===== config.mk =====
export PLATFORM = sky130hd
export DESIGN_NAME = imm_decode_pipe
export DESIGN_NICKNAME = d
export VERILOG_FILES = /design/src/rtl/imm_pkg.sv /design/src/rtl/imm_fifo.sv /design/src/rtl/imm_decode_pipe.sv
export SDC_FILE = /design/constraint.sdc
export NUM_CORES = 1
export LEC_CHECK = 0
export BUFFER_PORTS_ARGS = -buffer_cell sky130_fd_sc_hd__buf_4
export CORE_AREA = 2 2 129 131
export DETAILED_ROUTE_END_ITERATION = 12
export DIE_AREA = 0 0 131 133
export GPL_TIMING_DRIVEN = 0
export PLACE_DENSITY_LB_ADDON = 0.05
export SLEW_MARGIN = 25
export SYNTH_ARGS = -nofsm -noshare
export SYNTH_HDL_FRONTEND = slang
export SYNTH_SLANG_ARGS = --single-unit

===== constraint.sdc =====
create_clock -name clk -period 9.62 [get_ports clk]
set_input_delay 1.924 -clock clk [delete_from_list [all_inputs] [get_ports clk]]
set_output_delay 1.924 -clock clk [all_outputs]
set_load 0.02 [all_outputs]

===== src/rtl/imm_pkg.sv =====
// Shared constants for the immediate decode pipeline: RISC-V opcodes,
// shift funct3 codes and the immediate format encoding.
package imm_pkg;

  localparam logic [6:0] OpcLoad   = 7'b0000011;
  localparam logic [6:0] OpcOpImm  = 7'b0010011;
  localparam logic [6:0] OpcAuipc  = 7'b0010111;
  localparam logic [6:0] OpcStore  = 7'b0100011;
  localparam logic [6:0] OpcLui    = 7'b0110111;
  localparam logic [6:0] OpcBranch = 7'b1100011;
  localparam logic [6:0] OpcJalr   = 7'b1100111;
  localparam logic [6:0] OpcJal    = 7'b1101111;
  localparam logic [6:0] OpcSystem = 7'b1110011;

  localparam logic [2:0] F3Sll = 3'b001;
  localparam logic [2:0] F3Srx = 3'b101;

  typedef enum logic [2:0] {
    FmtNone  = 3'd0,
    FmtI     = 3'd1,
    FmtS     = 3'd2,
    FmtB     = 3'd3,
    FmtU     = 3'd4,
    FmtJ     = 3'd5,
    FmtShamt = 3'd6,
    FmtCsrz  = 3'd7
  } imm_fmt_e;

  function automatic logic is_shift(logic [2:0] funct3);
    return (funct3 == F3Sll) || (funct3 == F3Srx);
  endfunction

endpackage


===== src/rtl/imm_fifo.sv =====
// Circular output buffer for decoded entries. No full-bypass: a push is refused
// while full even if the head pops in the same cycle. Head reads as zero when empty.
module imm_fifo #(
  parameter int unsigned Width = 8,
  parameter int unsigned Depth = 2
) (
  input  logic             clk_i,
  input  logic             rst_ni,
  input  logic             flush_i,
  input  logic             push_i,
  input  logic [Width-1:0] data_i,
  input  logic             pop_i,
  output logic [Width-1:0] data_o,
  output logic             empty_o,
  output logic             full_o
);

  localparam int unsigned PtrW = (Depth > 1) ? $clog2(Depth) : 1;
  localparam int unsigned CntW = $clog2(Depth + 1);

  logic [Width-1:0] mem_q [Depth];
  logic [PtrW-1:0]  wr_q, wr_d, rd_q, rd_d;
  logic [CntW-1:0]  cnt_q, cnt_d;
  logic             push_ok, pop_ok;

  function automatic logic [PtrW-1:0] ptr_inc(logic [PtrW-1:0] p);
    if (p == PtrW'(Depth - 1)) begin
      return '0;
    end
    return p + 1'b1;
  endfunction

  assign full_o  = (cnt_q == CntW'(Depth));
  assign empty_o = (cnt_q == '0);
  assign push_ok = push_i && !full_o && !flush_i;
  assign pop_ok  = pop_i && !empty_o && !flush_i;
  assign data_o  = empty_o ? '0 : mem_q[rd_q];

  always_comb begin
    wr_d  = wr_q;
    rd_d  = rd_q;
    cnt_d = cnt_q;
    if (flush_i) begin
      wr_d  = '0;
      rd_d  = '0;
      cnt_d = '0;
    end else begin
      if (push_ok) begin
        wr_d = ptr_inc(wr_q);
      end
      if (pop_ok) begin
        rd_d = ptr_inc(rd_q);
      end
      case ({push_ok, pop_ok})
        2'b10:   cnt_d = cnt_q + 1'b1;
        2'b01:   cnt_d = cnt_q - 1'b1;
        default: cnt_d = cnt_q;
      endcase
    end
  end

  always_ff @(posedge clk_i or negedge rst_ni) begin
    if (!rst_ni) begin
      wr_q  <= '0;
      rd_q  <= '0;
      cnt_q <= '0;
    end else begin
      wr_q  <= wr_d;
      rd_q  <= rd_d;
      cnt_q <= cnt_d;
    end
  end

  // Storage needs no reset: the head is masked while empty.
  always_ff @(posedge clk_i) begin
    if (push_ok) begin
      mem_q[wr_q] <= data_i;
    end
  end

endmodule


===== src/rtl/imm_decode_pipe.sv =====
// Decodes the immediate, format and branch/jump target of an incoming
// instruction and queues the result in a small output buffer.
module imm_decode_pipe
  import imm_pkg::*;
#(
  parameter int unsigned XLEN  = 32,
  parameter int unsigned DEPTH = 2,
  parameter int unsigned CNT_W = 16
) (
  input  logic             clk,
  input  logic             reset_n,
  input  logic             in_valid,
  output logic             in_ready,
  input  logic [31:0]      inst,
  input  logic [XLEN-1:0]  pc,
  input  logic             flush,
  output logic             out_valid,
  input  logic             out_ready,
  output logic [XLEN-1:0]  out_imm,
  output logic [2:0]       out_fmt,
  output logic [XLEN-1:0]  out_target,
  output logic             out_target_valid,
  output logic             out_illegal,
  output logic [CNT_W-1:0] illegal_count
);

  if (!((XLEN == 32) || (XLEN == 64))) begin : gen_bad_xlen
    $error("imm_decode_pipe: XLEN must be 32 or 64");
  end
  if ((DEPTH < 1) || (DEPTH > 8)) begin : gen_bad_depth
    $error("imm_decode_pipe: DEPTH must be 1..8");
  end

  localparam int unsigned EntW = 2 * XLEN + 5;

  logic [6:0]       opc;
  logic [2:0]       funct3;
  imm_fmt_e         dec_fmt;
  logic [XLEN-1:0]  dec_imm;
  logic [XLEN-1:0]  dec_target;
  logic             dec_tv;
  logic             dec_ill;
  logic [EntW-1:0]  enq_data, deq_data;
  logic             fifo_full, fifo_empty;
  logic             accept, pop;
  logic [CNT_W-1:0] ill_cnt_q, ill_cnt_d;

  assign opc    = inst[6:0];
  assign funct3 = inst[14:12];

  always_comb begin
    dec_fmt = FmtNone;
    dec_imm = '0;
    dec_tv  = 1'b0;
    dec_ill = 1'b0;
    case (opc)
      OpcOpImm: begin
        if (is_shift(funct3)) begin
          dec_fmt = FmtShamt;
          if (XLEN == 64) begin
            dec_imm = XLEN'(inst[25:20]);
          end else begin
            dec_imm = XLEN'(inst[24:20]);
            dec_ill = inst[25];
          end
        end else begin
          dec_fmt = FmtI;
          dec_imm = XLEN'(signed'(inst[31:20]));
        end
      end
      OpcLoad, OpcJalr: begin
        dec_fmt = FmtI;
        dec_imm = XLEN'(signed'(inst[31:20]));
      end
      OpcStore: begin
        dec_fmt = FmtS;
        dec_imm = XLEN'(signed'({inst[31:25], inst[11:7]}));
      end
      OpcBranch: begin
        dec_fmt = FmtB;
        dec_imm = XLEN'(signed'({inst[31], inst[7], inst[30:25], inst[11:8], 1'b0}));
        dec_tv  = 1'b1;
      end
      OpcLui: begin
        dec_fmt = FmtU;
        dec_imm = XLEN'(signed'({inst[31:12], 12'b0}));
      end
      OpcAuipc: begin
        dec_fmt = FmtU;
        dec_imm = XLEN'(signed'({inst[31:12], 12'b0}));
        dec_tv  = 1'b1;
      end
      OpcJal: begin
        dec_fmt = FmtJ;
        dec_imm = XLEN'(signed'({inst[31], inst[19:12], inst[20], inst[30:21], 1'b0}));
        dec_tv  = 1'b1;
      end
      OpcSystem: begin
        // CSR immediate forms carry a 5-bit uimm in the rs1 field.
        if (funct3[2]) begin
          dec_fmt = FmtCsrz;
          dec_imm = XLEN'(inst[19:15]);
        end
      end
      default: begin
        dec_ill = 1'b1;
      end
    endcase
  end

  assign dec_target = dec_tv ? (pc + dec_imm) : '0;

  assign in_ready  = reset_n && !fifo_full && !flush;
  assign accept    = in_valid && in_ready;
  assign out_valid = !fifo_empty;
  assign pop       = out_valid && out_ready;

  assign enq_data = {dec_ill, dec_tv, dec_fmt, dec_target, dec_imm};
  assign {out_illegal, out_target_valid, out_fmt, out_target, out_imm} = deq_data;

  imm_fifo #(
    .Width(EntW),
    .Depth(DEPTH)
  ) u_fifo (
    .clk_i  (clk),
    .rst_ni (reset_n),
    .flush_i(flush),
    .push_i (accept),
    .data_i (enq_data),
    .pop_i  (pop),
    .data_o (deq_data),
    .empty_o(fifo_empty),
    .full_o (fifo_full)
  );

  always_comb begin
    ill_cnt_d = ill_cnt_q;
    if (accept && dec_ill && (ill_cnt_q != '1)) begin
      ill_cnt_d = ill_cnt_q + 1'b1;
    end
  end

  // Deliberately not cleared by flush.
  always_ff @(posedge clk or negedge reset_n) begin
    if (!reset_n) begin
      ill_cnt_q <= '0;
    end else begin
      ill_cnt_q <= ill_cnt_d;
    end
  end

  assign illegal_count = ill_cnt_q;

endmodule

# --- After elaboration in Yosys (flattened, before gate mapping) ---
# Memories as Yosys holds them, arrays and structs flattened.
# Index checks and enable logic that the tools add are counted.
totals:
  wordCells: 77
  ramBits: 138
  in_bits: 69
  regBits: 20
  n_memories: 1
op_classes:
  n_addsub: 6
  n_reduce_logical: 22
  mux: 29
  eq_ne: 15
memory_table:
  columns: ["memory", "words", "width", "read_ports", "rd_clocked_by_memory_dff", "wr", "line_no", "rtl"]
  rows:
  - ["u_fifo.mem_q", 2, 69, 1, 0, 1, "imm_fifo.sv:21", "logic [Width-1:0] mem_q [Depth];"]
op_table:
  columns: ["operator", "n"]
  rows:
  - ["32-bit one-hot mux with 7 select lines", 1]
  - ["69-bit 2-to-1 mux", 1]
  - ["32-bit 2-to-1 mux", 2]
  - ["32-bit adder", 1]
  - ["7-bit == test (second input constant)", 4]
  - ["3-bit one-hot mux with 7 select lines", 1]
  - ["1-bit 2-to-1 mux", 18]
  - ["16-bit by 1-bit adder with 16-bit output (second input constant)", 1]
  - ["16-bit != test (second input constant)", 1]
  - ["7-bit by 5-bit == test with 1-bit output (second input constant)", 2]
  - ["7-bit by 6-bit == test with 1-bit output (second input constant)", 2]
  - ["1-bit logical AND", 10]
  - ["8-bit OR reduction", 1]
  - ["7-bit by 2-bit == test with 1-bit output (second input constant)", 1]
  - ["3-bit 2-to-1 mux", 2]
  - ["5-bit 2-to-1 mux", 1]
  - ["2-bit == test (second input constant)", 2]
  - ["2-bit one-hot mux with 2 select lines", 1]
  - ["2-bit nonzero test", 2]
  - ["2-bit OR reduction", 2]
  - ["3-bit by 1-bit == test with 1-bit output (second input constant)", 1]
  - ["3-bit == test (second input constant)", 1]
  - ["1-bit zero test", 3]
  - ["3-bit nonzero test", 1]
  - ["9 further kinds", 10]

# --- Depth between registers and ports, before layout ---
logic_depth:
  depth_word: 12
  ltp_mapped: 16
  mapped_depth_nobuf: 14

# --- By module ---
# Synthesis repeated with hierarchy kept, for this count alone.
unflattened:
  cells_unflattened: 768
  area_unflattened_um2: 8678.3
modules_own_cells:
  columns: ["module", "cells_per_inst", "instances", "area_per_inst_um2"]
  rows:
  - ["imm_fifo", 317, 1, 5400.2]
  - ["imm_decode_pipe", 451, 1, 3278.1]

# --- Worst setup path after synthesis ---
# Ideal clock, no wire load.
synth_timing:
  kind: "input-to-reg"
  from: "input flush"
  to: "memory u_fifo.mem_q[0][0] (netlist name) (enable)"
  path_slack_ps: 3368
  arrival_time_ps: 5756
  cell_stages: 3
  path_buffers: 0
  required_time_ps: 9123
  cell_sequence: "nor3b_1 > nand2_1 > nor2_1"
synth_via:
  elab_chain_cells: 7
synth_lines:
  columns: ["item", "line_no", "rtl"]
  rows:
  - ["start: declaration", "imm_decode_pipe.sv:16", "input logic flush,"]
  - ["1-bit zero test (*)", "imm_fifo.sv:35, imm_decode_pipe.sv:113", null]
  - ["1-bit logical AND", "imm_decode_pipe.sv:113", "assign in_ready = reset_n && !fifo_full && !flush;"]
  - ["1-bit logical AND", "imm_decode_pipe.sv:114", "assign accept = in_valid && in_ready;"]
  - ["1-bit logical AND", "imm_fifo.sv:35", "assign push_ok = push_i && !full_o && !flush_i;"]
  - ["1-bit logical AND (*)", "imm_fifo.sv:35", null]
  - ["1-bit 2-to-1 mux (*)", "imm_fifo.sv:76", "if (push_ok) begin"]
  - ["1-bit 2-to-1 mux (implied by the code) (*)", "imm_fifo.sv:77", "mem_q[wr_q] <= data_i;"]
  - ["end: declaration", "imm_fifo.sv:21", null]
# Mark *: on every way between the ends. The rest lies on a longest branch, timed or not.

# --- Final worst setup path ---
layout_timing:
  from: "input inst[5]"
  to: "memory u_fifo.mem_q[0][63] (netlist name), data pin"
layout_via:
  elab_chain_cells: 5
  elab_cells_between_ends: 16
  cone_classes: "add/sub (1); eq/ne (9); mux (3); reduce/logical (3)"
layout_lines:
  columns: ["item", "line_no", "rtl"]
  rows:
  - ["start: declaration", "imm_decode_pipe.sv:14", "input logic [31:0] inst,"]
  - ["7-bit by 5-bit == test with 1-bit output (tied with other cells)", "imm_decode_pipe.sv:56", "case (opc)"]
  - ["2-bit OR reduction (on tied branches)", null, null]
  - ["32-bit one-hot mux with 7 select lines (*)", "imm_decode_pipe.sv:56", null]
  - ["net dec_imm[21]", "imm_decode_pipe.sv:39", "logic [XLEN-1:0] dec_imm;"]
  - ["32-bit adder (*)", "imm_decode_pipe.sv:111", "assign dec_target = dec_tv ? (pc + dec_imm) : '0;"]
  - ["32-bit 2-to-1 mux (*)", "imm_decode_pipe.sv:111", null]
  - ["net dec_target[31]", "imm_decode_pipe.sv:40", "logic [XLEN-1:0] dec_target;"]
# The timed path passes the listed nets; every way through them passes the cells marked *.

==> qor.yml <==
status:
  outcome: "completed"
die:
  rows: 47
  die_x_um: 131
  die-area_um2: 17400
  die_h_um: 133
  io_pins: 156
  core-area_um2: 16200
  initial_core_util: 0.537
setup_path:
  cp.buffers_inverters: 3
  required_ps: 9760
  critPathTopFamily: "compound AO/OA/AOI/OAI gates"
  crit_start: "inst[5]"
  worstSetupPathType: "in2reg"
  end_kind: "register"
  crit_chain: "buf_4 > clkbuf_1 > nand3b_1 > a221oi_1 > and2_1 > clkbuf_1 > a21o_1 > ha_1 > and4_1 > a221oi_1 > o21ai_0 > a311o_1 > a311oi_1 > xnor2_1 > nor2_1"
  critPathMaxFanout: 10
  rr_startpoint: "u_fifo.cnt_q[1]"
  reg2reg_slack_ps: 6990
  critical_path_arrival_ps: 6300
  critPathLaunchType: "primary input"
  worst_path_max_delay_cell: "a221oi_1"
  cpPeakStageDelay_ps: 720
yosys:
  synth_nets: 868
  synth_top_flop_cell: "edfxtp_1"
  synth_top_area_cell: "edfxtp_1"
  synthArstFlopShare: 0.127
  ys_seq_area_frac: 0.535
  synth_cell_types: 69
  synthCells: 766
  synth_edf_count: 138
  yosysWarnings: 0
  syn-cell-area_um2: 8680
  ys_top_cells_by_area: "edfxtp_1 48%, mux2i_1 8.1%, dfrtp_1 5.8%"
  synth_seq_cells: 158
  synth.top_cell.area_share: 0.478
  syn_avg_cell_area_um2: 11.3
final_layout:
  nNetsFinal: 1045
  nFillCells: 1242
  final_cell_mix: "154 x buf_4, 138 x edfxtp_1, 115 x nor2_1"
  drive_above_1_share: 0.225
  mostFrequentLayoutCell: "buf_4"
  syn_to_final_growth_pct: 24.6
  num_antenna_cells: 0
grt:
  antenna_found_initial: 0
  grt_pass1_vias: 6698
  grtUsageMet2: 0.440
  grt_pass1_wl_um: 35800
  grt.overflow.total: 0
  met1_usage: 0.367
  grt_max_degree: 38
  top_usage_layer: "met2"
  track_usage: 0.273
  gr-usage-met3: 0.0514
clock_network:
  cts_tree: "yes"
  cts_root_buf: "clkbuf_16"
  cts_made_buffers: 17
  hold_buffers: 0
  clk_path_buf_depth: 2
  clk_latency_ps: 430
  cts.clk_slew.worst_paths_ps: 60
  post_cts_resized: 0
  numClockSinks: 158
  cts.repair_timing.setup_buffer_count: 0
  h-tree-depth: 4
power:
  p_int_mw: 1.22
  vdd_ir_drop_max_mv: 0.122
  p_leak_nw: 4.57
  clkPwrFrac: 0.404
  pwr_density_cell_nw_per_um2: 151
  switchingPower_mw: 0.410
  seqPwrFrac: 0.471
  power_frac_comb: 0.125
  swShare: 0.251
sta:
  fin_setup_tns_ps: 0
  rsz0062_at_grt: "no"
  setup_viol: 0
  finalHoldViolations: 0
  slew_violations: 0
  fin_worst_skew_ps: 11.6
  relSlewSlack: 0.403
  timing.final.crit_share: 0.640
  max_freq_ghz: 0.162
  worst_pin_slew_ps: 872
  min_period_ps: 6150
  hold-worst-slack_ps: 494
placement:
  gp_congestion: 0.954
  place_hpwl_um: 17600
  io_buffer_count: 154
detailed_routing:
  drt_pass1_iterations: 5
  vias: 6770
  drt_iter0_drc: 428
  drc: 0
  avgRoutedWirePerCell_um: 19.8
  totalWireLength_um: 23300
  via_per_inst: 5.76
  ant_nets: 0
hold_path:
  hp-start: "illegal_count[6]"
  hp-class: "reg2reg"
job:
  maxCapViolCount: 0
-- kinds of logic after synthesis --
logic type                 Yosys count  synth area share
DFF                                158             0.535
and+or+nand+nor                    253             0.139
xor gates and xnor gates            40            0.0404
AOI/OAI and AO/OA                  156             0.126
buffers and inverters               54            0.0274
adders and majority gates           33            0.0484
muxes                               72            0.0833
-- worst register-to-register path, cell delays in order (launching register included) --
cell     delay, ps
dfrtp_1        420
nor2b_1        200
nor3b_1        500
nand2_1        220
nor2_4         550
buf_16         250
buf_16         190
-- synth_stat cells, types with 17 or more instances --
cell type / instances
mux2i_1: 70
nor2_1: 116
inv_1: 17
dfrtp_1: 20
ha_1: 32
a21oi_1: 34
nand3_1: 17
xnor2_1: 26
a21o_1: 33
edfxtp_1: 138
clkbuf_1: 31
nand2_1: 43
o21ai_0: 20
-- final cells by class --
class / instances / area, um2 / share of cell area
buffer: 37 / 174 / 0.0161
clock buffer: 23 / 514 / 0.0476
clock inverter: 9 / 70.1 / 0.00648
inverter: 17 / 63.8 / 0.00590
multi-input combinational: 554 / 3810 / 0.353
sequential: 158 / 4640 / 0.430
tap: 220 / 275 / 0.0255
timing repair buffer: 158 / 1260 / 0.116
-- metrics by stage --
stage / std cells / utilization / setup slack (ps) / area [um2] / power [mW]
3_5_place_dp: 1144 / 0.632 / 2810 / 10200 / 0.985
5_1_grt: 1176 / 0.669 / 3080 / 10800 / 1.69
3_3_place_gp: 1140 / 0.625 / 1750 / 10100 / 0.979
6_report: 1176 / 0.669 / 3470 / 10800 / 1.63
4_1_cts: 1176 / 0.668 / 3250 / 10800 / 1.64
2_1_floorplan: 766 / - / 3370 / 8680 / 0.900
-- routing by layer --
metal,share of wire,routed length (um)
met1,0.42,9890
met2,0.48,11200
met3,0.066,1540
met4,0.029,679
met5,0,0
-- power by group through the flow --
stage                     clock network [mW]  logic, mW  registers (mW)
after global placement                     0      0.195           0.784
after floorplan                            0      0.105           0.794
after CTS                              0.669      0.203           0.769
after global routing                   0.696      0.220           0.771
final                                  0.660      0.204           0.769
after detailed placement                   0      0.202           0.783
-- flip-flops by register name, indices dropped and copies added (netlist names) --
signal	cells
u_fifo.mem_q	138
illegal_count	16
u_fifo.cnt_q	2
u_fifo.wr_q	1
u_fifo.rd_q	1
-- final timing paths --
check | endpoint | cells after the start
min in group asynchronous | illegal_count[10] | 1
max reg2reg | u_fifo.mem_q[0][17] | 6
max | u_fifo.mem_q[0][63] | 15
min | illegal_count[6] | 1
max in group asynchronous | u_fifo.cnt_q[1] | 1
min reg2reg | illegal_count[6] | 1
Power figures use the tool's default switching activity.
